<file path="src/rtl/adder_sum_accumulator.sv">
// adder_sum_accumulator
//   Collects N_SAMPLES results from the 2-bit adder ({carry-out, sum}) over a
//   valid/ready handshake and adds them into an ACC_W-bit accumulator. A
//   start/busy/done FSM runs the sequence, and a sticky flag records any
//   carry out of the accumulator width.
//
//   Optional feature: define ACC_SATURATE_EN to make acc clamp at
//   2^ACC_W-1 on overflow. Without it, acc wraps modulo 2^ACC_W.
//
// Ports
//   clk       in   rising-edge clock
//   rst_n     in   synchronous active-low reset
//   start     in   begin a run (sampled only in IDLE)
//   in_valid  in   in_co/in_s carry a valid adder result
//   in_co     in   adder carry-out (operand bit 2)
//   in_s      in   adder sum (operand bits 1:0)
//   in_ready  out  result accepted this cycle when in_valid is high
//   acc       out  accumulated value
//   count     out  results accepted in the current run
//   busy      out  run in progress
//   done      out  one-cycle pulse when a run completes
//   ovf       out  sticky overflow flag for the current run
module adder_sum_accumulator #(
  parameter int unsigned ACC_W     = 8,
  parameter int unsigned N_SAMPLES = 4,
  parameter int unsigned CNT_W     = 3
) (
  input  logic             clk,
  input  logic             rst_n,
  input  logic             start,
  input  logic             in_valid,
  input  logic             in_co,
  input  logic [1:0]       in_s,
  output logic             in_ready,
  output logic [ACC_W-1:0] acc,
  output logic [CNT_W-1:0] count,
  output logic             busy,
  output logic             done,
  output logic             ovf
);

  localparam int unsigned SUM_W = ACC_W + 1;
  localparam logic [CNT_W-1:0] LAST_CNT = CNT_W'(N_SAMPLES - 1);

  typedef enum logic [1:0] {
    S_IDLE  = 2'd0,
    S_ACCUM = 2'd1,
    S_DONE  = 2'd2
  } state_t;

  state_t           state;
  state_t           state_nxt;
  logic [ACC_W-1:0] acc_nxt;
  logic [CNT_W-1:0] count_nxt;
  logic             ovf_nxt;
  logic             in_ready_nxt;
  logic             busy_nxt;
  logic             done_nxt;
  logic             xfer;
  logic             last;
  logic [SUM_W-1:0] sum;

  // in_ready is a flop, so the handshake never sees a comb path from inputs.
  assign xfer = in_valid & in_ready;
  assign last = (count == LAST_CNT);
  assign sum  = {1'b0, acc} + SUM_W'({in_co, in_s});

  // State register
  always_ff @(posedge clk) begin
    if (!rst_n) begin
      state <= S_IDLE;
    end else begin
      state <= state_nxt;
    end
  end

  // Next-state logic
  always_comb begin
    state_nxt = state;
    case (state)
      S_IDLE:  if (start) state_nxt = S_ACCUM;
      S_ACCUM: if (xfer && last) state_nxt = S_DONE;
      S_DONE:  state_nxt = S_IDLE;
      default: state_nxt = S_IDLE;
    endcase
  end

  // Output / datapath next values
  always_comb begin
    acc_nxt   = acc;
    count_nxt = count;
    ovf_nxt   = ovf;
    case (state)
      S_IDLE: begin
        if (start) begin
          acc_nxt   = '0;
          count_nxt = '0;
          ovf_nxt   = 1'b0;
        end
      end
      S_ACCUM: begin
        if (xfer) begin
          count_nxt = count + CNT_W'(1);
          ovf_nxt   = ovf | sum[ACC_W];
`ifdef ACC_SATURATE_EN
          acc_nxt   = sum[ACC_W] ? {ACC_W{1'b1}} : sum[ACC_W-1:0];
`else
          acc_nxt   = sum[ACC_W-1:0];
`endif
        end
      end
      default: ;
    endcase
    // Status flags are registered copies of the upcoming state.
    in_ready_nxt = (state_nxt == S_ACCUM);
    busy_nxt     = (state_nxt == S_ACCUM);
    done_nxt     = (state_nxt == S_DONE);
  end

  // Output registers
  always_ff @(posedge clk) begin
    if (!rst_n) begin
      acc      <= '0;
      count    <= '0;
      ovf      <= 1'b0;
      in_ready <= 1'b0;
      busy     <= 1'b0;
      done     <= 1'b0;
    end else begin
      acc      <= acc_nxt;
      count    <= count_nxt;
      ovf      <= ovf_nxt;
      in_ready <= in_ready_nxt;
      busy     <= busy_nxt;
      done     <= done_nxt;
    end
  end

endmodule
</file>
<file path="config.mk">
export PLATFORM = sky130hd
export DESIGN_NAME = adder_sum_accumulator
export DESIGN_NICKNAME = d
export VERILOG_FILES = /design/src/rtl/adder_sum_accumulator.sv
export SDC_FILE = /design/constraint.sdc
export NUM_CORES = 1
export LEC_CHECK = 0
export ABC_CLOCK_PERIOD_IN_PS = 1700
export CORE_MARGIN = 2
export CORE_UTILIZATION = 45
export CTS_BUF_LIST = sky130_fd_sc_hd__clkbuf_16
export DETAILED_ROUTE_END_ITERATION = 8
export GPL_ROUTABILITY_DRIVEN = 0
export HOLD_SLACK_MARGIN = 0.1
export PLACE_DENSITY = 0.88
export SYNTH_ARGS = -nofsm -noshare
export SYNTH_HDL_FRONTEND = slang
export SYNTH_SLANG_ARGS = --single-unit
</file>
<file path="constraint.sdc">
create_clock -name clk -period 1.7 [get_ports clk]
set_input_delay 0.255 -clock clk [delete_from_list [all_inputs] [get_ports clk]]
set_output_delay 0.255 -clock clk [all_outputs]
set_load 0.005 [all_outputs]
</file>
==> results.md, run 1 <==
| Group | Metric | Value |
|:---|:---|:---|
| clocking | Root buffer cell | clkbuf_16 |
| logic synthesis | Cell count after synthesis | 82 |
| clocking | Maximum clock insertion buffer count | 2 |
| clocking | CTS Buf Count | 3 |
| detailed routing | Vias | 722 |
| detailed routing | DRC marker count from the first detailed-route iteration | 17 |
| logic synthesis | Yosys warning count | 0 |
| place | Sum of net half-perimeters after detailed placement | 1250 µm |
| floorplan | Core region area | 1670 µm² |
| global route | Initial antenna violation count | 0 |
| sta | Endpoints failing hold | 0 |
| power and ir drop | Static Leakage | 0.448 nW |
| detailed routing | Total iterations of the first detailed-routing run | 4 |
| final layout | Leading cell type in the layout, fill and taps excluded | clkdlybuf4s50_1 |
| critical path | Startpoint types | primary input |
| sta | Remaining max-slew budget at the tightest pin | 0.780 |
| critical path | Critical path capture point type | flip-flop |
| logic synthesis | Net Count, Synth | 95 |
| floorplan | Height of the die | 45.7 µm |
| run | Max-cap check violation count | 0 |
| global route | First-pass GRT wire length | 2900 µm |
| critical path | Worst Path Class, Setup | in -> reg |
| clocking | Clock-pin slew on the worst setup and hold paths | 0.05 ns |
| global route | Number of global-route vias before repair | 672 |
| hold path | Worst min path class | reg -> reg |
| floorplan | Total I/O pin count | 22 |
| global route | Overall routing resource usage | 0.197 |
| final layout | Most frequent cells in the layout | 21 x clkdlybuf4s50_1, 16 x dfxtp_1, 15 x nor2_1, 8 x buf_4, 7 x a21oi_1 |
| final layout | Number of nets in the layout | 126 |
| clocking | Post-CTS Hold Fix Bufs | 0 |
| place | Port Buf Inserts | 21 |
| clocking | H-tree lvl count | 1 |
| floorplan | Horizontal die dimension | 45.7 µm |
| power and ir drop | Power Density | 817 nW/µm² |
| global route | Largest net degree at the start of global routing | 10 |
| sta | Final clock skew | 0.00321 ns |
| final layout | Antenna cell count | 0 |
| final layout | Ratio of cells with drive above 1 in the final layout | 0.170 |
| floorplan | Number of placement rows | 15 |
| logic synthesis | Number of distinct library cell variants in the gate-level netlist after synthesis | 32 |
| floorplan | Floorplan die area | 2090 µm² |
| detailed routing | Avg WL per Cell | 14.2 µm |
| clocking | TritonCTS clock tree | yes |
| final layout | Area delta synth->final | 45.4% |
| sta | Least-Margin Pin Slew | 0.330 ns |
| logic synthesis | Sequential area share after synthesis | 0.410 |
| outcome | Run status | completed |
| sta | Number of pins with negative max-slew slack in the final report | 0 |
| sta | Final setup violation count | 0 |
| power and ir drop | Max rail drop VDD | 0.000622 V |
| critical path | Worst EP required | 1.84 ns |
| place | Minimum setup slack after placement | -0.259 ns |
| logic synthesis | Cell Area, Synth | 782 µm² |
| clocking | Clock tree sinks | 16 |
| global route | GRT Residual Overflow | 0 |
| detailed routing | Routed wire length | 1830 µm |
| detailed routing | Via-per-instance ratio | 5.60 |
| logic synthesis | Flip-flop and latch count after synthesis | 16 |
| sta | Shortest period the worst path allows | 1.65 ns |
| clocking | Insertion delay of the later-clocked pin in the worst-skew pair | 0.25 ns |
| logic synthesis | Mapped Avg Cell Area | 9.54 µm² |
| final layout | Post-layout util | 0.681 |
| sta | Peak clock frequency supported by timing | 0.608 GHz |
| critical path | Critical path arrival | 1.79 ns |
| detailed routing | DR DRC count | 0 |
| critical path | Largest driver fanout on the critical path | 4 |
| sta | Minimum setup slack in the final design | 0.0541 ns |
| sta | Final worst-path cycle share | 0.968 |
| detailed routing | Remaining number of nets flagged by the antenna check after routing | 0 |
| floorplan | Initial cell density of the core | 0.468 |
layer usage:
| metal | global-route usage | part of all wire | up-vias |
|---|---|---|---|
| li1 | - | - | 357 |
| met1 | 0.251 | 0.44 | 339 |
| met2 | 0.313 | 0.51 | 20 |
| met3 | 0.0476 | 0.038 | 6 |
| met4 | 0.0882 | 0.015 | 0 |
| met5 | 0 | 0 | - |
worst paths after layout:
| path | startpoint | to | slack (ns) | depth (start not counted) |
|---|---|---|---|---|
| worst max register to register | acc[0] | acc[6] | 0.17 | 5 |
| worst min-delay path | count[0] | count[0] | 0.54 | 2 |
| worst max-delay path | in_s[0] | acc[6] | 0.05 | 6 |
| worst min register to register | count[0] | count[0] | 0.54 | 2 |
per-stage QoR:
step	hold slack (ns)	total power [W]	area [µm²]	TNS, ns	instances
2_1_floorplan	0.408	0.000432	782	0	82
3_3_place_gp	0.476	0.000468	1040	-1.27	124
3_5_place_dp	0.509	0.000469	1040	-1.41	124
4_1_cts	0.520	0.000930	1120	0	128
5_1_grt	0.562	0.000955	1140	-0.0216	129
6_report	0.540	0.000929	1140	0	129
worst max-delay path, stage by stage:
cell and delay (ns):
clkdlybuf4s50_1 0.42, ha_2 0.20, fa_2 0.36, a21o_1 0.22
buf_4 0.14, a31o_2 0.18
Yosys cell counts:
cell type / number / area share
dfxtp_1: 16 / 0.41
nor2_1: 15 / 0.072
a21oi_1: 7 / 0.045
ha_1: 5 / 0.080
nand3_1: 5 / 0.032
a22oi_1: 3 / 0.029
a31o_2: 2 / 0.022
and3_1: 2 / 0.016
inv_1: 2 / 0.0096
nor3_1: 2 / 0.013
xnor2_1: 2 / 0.022
a21boi_0: 1 / 0.0096
a21o_1: 1 / 0.0096
a21oi_4: 1 / 0.021
a22oi_4: 1 / 0.027
a31o_1: 1 / 0.011
a41oi_1: 1 / 0.011
and2_1: 1 / 0.0080
and4b_2: 1 / 0.014
buf_4: 1 / 0.0096
buf_6: 1 / 0.014
clkbuf_1: 1 / 0.0048
fa_1: 1 / 0.026
nand2_1: 1 / 0.0048
nand4_1: 1 / 0.0080
nand4b_1: 1 / 0.011
nor3b_1: 1 / 0.0096
nor4b_1: 1 / 0.011
o211ai_1: 1 / 0.0096
o21ai_0: 1 / 0.0064
or3b_1: 1 / 0.011
xor2_1: 1 / 0.011
logic make-up (layout without fill, tap and decap cells):
family / Yosys count / in the layout / synth area share
adder cells (fa/ha/maj): 6 / 6 / 0.106
flip-flops: 16 / 16 / 0.410
AO/OA/AOI/OAI: 20 / 20 / 0.202
AND/OR/NAND/NOR: 32 / 32 / 0.211
buffers and inverters: 5 / 35 / 0.0384
XOR/XNOR: 3 / 3 / 0.0336
final cells by class:
type                            instances  area (µm²)
Fill cell                             121         533
Multi-Input combinational cell         61         439
Sequential cell                        16         320
Timing Repair Buffer                   29         270
Clock buffer                            3        75.1
Tap cell                               17        21.3
Inverter                                2        7.51
Clock inverter                          1        3.75
registers in the layout, summed over array words and instances, names as in the netlist:
register / cells
busy: 1
count: 3
state: 2
ovf: 1
acc: 8
done: 1
power breakdown:
part / internal (W) / switching, W / total (W)
logic: 0.0000415 / 0.0000375 / 0.0000790
clock network: 0.000312 / 0.000150 / 0.000463
registers: 0.000381 / 0.00000616 / 0.000387
what timing repair did:
item                       4_1_cts  5_1_grt
setup endpoints to repair        2        4
pin swaps                        2        2
buffers inserted                 0        1
gates resized for setup          1        2
(Power assumes the default switching activity.)
==> run 2, diff against run 1 <==
Settings changed: ABC_CLOCK_PERIOD_IN_PS 1700 to 1900.
Clock period 1.7 ns to 1.9 ns, I/O delays scaled along.
==> run 2 against run 1 <==
Design area fell by 4.0%. Count of clock-buffer cells in the layout did not move. Clock skew barely moved. Power fell by 11%. Via count fell by 3.6%. Final cell count fell by 3.9%. Clock power fell by 11%. Critical path depth rose by 1. Critical path type unchanged. Critical endpoint is now acc[4].
==> results.md, run 2 (same netlist as run 1, synthesis figures left out) <==
| Group | Metric | Value |
|:---|:---|:---|
| clocking | Maximum clock insertion buffer count | 2 |
| place | Minimum setup slack after placement | -0.115 ns |
| critical path | Slowest stage delay, CP | 0.41 ns |
| detailed routing | DR DRC count | 0 |
| clocking | Root buffer cell | clkbuf_16 |
| floorplan | Core region area | 1670 µm² |
| critical path | Register-to-register setup slack | 0.27 ns |
| final layout | Number of nets in the layout | 121 |
| global route | First-pass GRT wire length | 2790 µm |
| detailed routing | Avg WL per Cell | 13.6 µm |
| critical path | Critical register-to-register path endpoint | acc[4] |
| clocking | H-tree lvl count | 1 |
| power and ir drop | Max rail drop VDD | 0.000521 V |
| critical path | Critical path buffers and inverters | 1 |
| clocking | TritonCTS clock tree | yes |
| global route | Largest net degree at the start of global routing | 10 |
| detailed routing | Vias | 696 |
| global route | Number of global-route vias before repair | 616 |
| final layout | Filler Cell Count | 128 |
| hold path | Hold Crit Endpoint | ovf |
| clocking | Post-CTS Hold Fix Bufs | 0 |
| clocking | Clock-pin slew on the worst setup and hold paths | 0.05 ns |
| place | Port Buf Inserts | 21 |
| sta | Final worst-path cycle share | 0.938 |
| critical path | CP top delay family | adder cells |
| hold path | Hold path startpoint | ovf |
| floorplan | Total I/O pin count | 22 |
| final layout | Leading cell type in the layout, fill and taps excluded | clkdlybuf4s50_1 |
| critical path | Cell at the slowest stage of the critical path | clkdlybuf4s50_1 |
| floorplan | Horizontal die dimension | 45.7 µm |
| detailed routing | Routed wire length | 1690 µm |
| clocking | CTS Buf Count | 3 |
| place | Sum of net half-perimeters after detailed placement | 1200 µm |
| final layout | Area delta synth->final | 39.7% |
| clocking | Setup fix buffers added after clock tree synthesis | 0 |
| final layout | Most frequent cells in the layout | 21 x clkdlybuf4s50_1, 16 x dfxtp_1, 15 x nor2_1, 7 x a21oi_1 |
| critical path | Worst EP required | 2.04 ns |
| outcome | Run status | completed |
| sta | Shortest period the worst path allows | 1.78 ns |
| hold path | Worst min path class | reg -> reg |
| final layout | Largest registers | acc: 8 flops, count: 3 flops, state: 2 flops |
| critical path | Worst Path Class, Setup | in -> reg |
| final layout | Ratio of cells with drive above 1 in the final layout | 0.103 |
| hold path | Hold-critical path depth | 2 |
| sta | Unrepaired setup endpoints after global routing | false |
| critical path | Startpoint types | primary input |
| critical path | Cell depth of the worst flop-to-flop path | 6 |
| sta | Least-Margin Pin Slew | 0.409 ns |
| floorplan | Initial cell density of the core | 0.468 |
| clocking | Post-cts repair resize count | 0 |
| final layout | Antenna cell count | 0 |
| floorplan | Floorplan die area | 2090 µm² |
| final layout | Register with the most flip-flops | acc |
| run | Max-cap check violation count | 0 |
| power and ir drop | Power Density | 754 nW/µm² |
| global route | Initial antenna violation count | 0 |
| sta | Final setup violation count | 0 |
| sta | Worst hold slack across all endpoints | 0.497 ns |
| detailed routing | Total iterations of the first detailed-routing run | 4 |
| detailed routing | Via-per-instance ratio | 5.61 |
| detailed routing | Remaining number of nets flagged by the antenna check after routing | 0 |
| final layout | Max FFs per register | 8 |
| critical path | Critical path capture point type | flip-flop |
| clocking | Clock tree sinks | 16 |
| global route | GRT Residual Overflow | 0 |
| sta | Number of pins with negative max-slew slack in the final report | 0 |
| critical path | Start of the worst register-to-register path | acc[0] |
| sta | Minimum setup slack in the final design | 0.118 ns |
| clocking | Insertion delay of the later-clocked pin in the worst-skew pair | 0.25 ns |
| sta | Final clock skew | 0.00286 ns |
| floorplan | Height of the die | 45.7 µm |
| critical path | Largest driver fanout on the critical path | 4 |
| power and ir drop | Static Leakage | 0.430 nW |
| sta | Remaining max-slew budget at the tightest pin | 0.727 |
| critical path | Critical path arrival | 1.92 ns |
| critical path | Cells along the critical path | clkdlybuf4s50_1 > ha_1 > fa_1 > a21o_1 > o211ai_1 > xor2_1 > nor2_1 |
| sta | Peak clock frequency supported by timing | 0.561 GHz |
| sta | Endpoints failing hold | 0 |
| detailed routing | DRC marker count from the first detailed-route iteration | 12 |
| sta | Final sum of negative setup slack | 0 ns |
| floorplan | Number of placement rows | 15 |
| global route | Overall routing resource usage | 0.189 |
-- run 2: changes by cell type in the layout (fill, tap and decap cells not counted) --
cell	change
ha_1	+1
buf_4	-5
or3b_1	+1
fa_2	-1
fa_1	+1
or3b_4	-1
ha_2	-1
-- run 2: tightest hold or removal path, delay by kind of cell, from the launching register on --
kind / cells / cell delay (ns)
DFF: 1 / 0.32
and+or+nand+nor: 1 / 0.09
AOI/OAI and AO/OA: 1 / 0.05
-- run 2: per-layer routing --
layer,global-route usage,up-vias,part of all wire
met5,0,-,0
met4,0.106,0,0.027
met3,0.0397,5,0.039
met2,0.285,15,0.46
met1,0.251,327,0.47
li1,-,349,-
-- run 2: power by group --
group          internal (W)  total (W)  switching (W)
logic             0.0000322  0.0000649      0.0000327
clock network      0.000279   0.000412       0.000133
registers          0.000341   0.000346     0.00000544
total              0.000652   0.000823       0.000171
-- run 2: area by class of cell --
class	instances	area [µm²]	area share
inverter	2	7.51	0.00687
timing repair buffer	24	233	0.213
multi-input combinational	61	432	0.395
clock inverter	1	3.75	0.00344
clock buffer	3	75.1	0.0687
sequential	16	320	0.293
tap	17	21.3	0.0195
-- run 2: stage by stage --
| step | util | cell area, µm² | power [W] | cells |
|---|---|---|---|---|
| final | 0.654 | 1090 | 0.000823 | 124 |
| after global routing | 0.654 | 1090 | 0.000839 | 124 |
| after floorplan | - | 782 | 0.000386 | 82 |
| after detailed placement | 0.607 | 1010 | 0.000416 | 120 |
| after CTS | 0.654 | 1090 | 0.000823 | 124 |
| after global placement | 0.607 | 1010 | 0.000415 | 120 |
-- run 2: worst max-delay path by stage --
stage	from	endpoint	slack, ns	depth (start not counted)
CTS	in_s[0]	acc[4]	0.14	7
finish	in_s[0]	acc[4]	0.12	7
floorplan	acc[0]	acc[4]	0.38	6
global route	in_s[0]	acc[2]	0.004	7
detailed placement	in_s[0]	acc[4]	-0.12	7
global placement	in_s[0]	acc[4]	-0.06	7
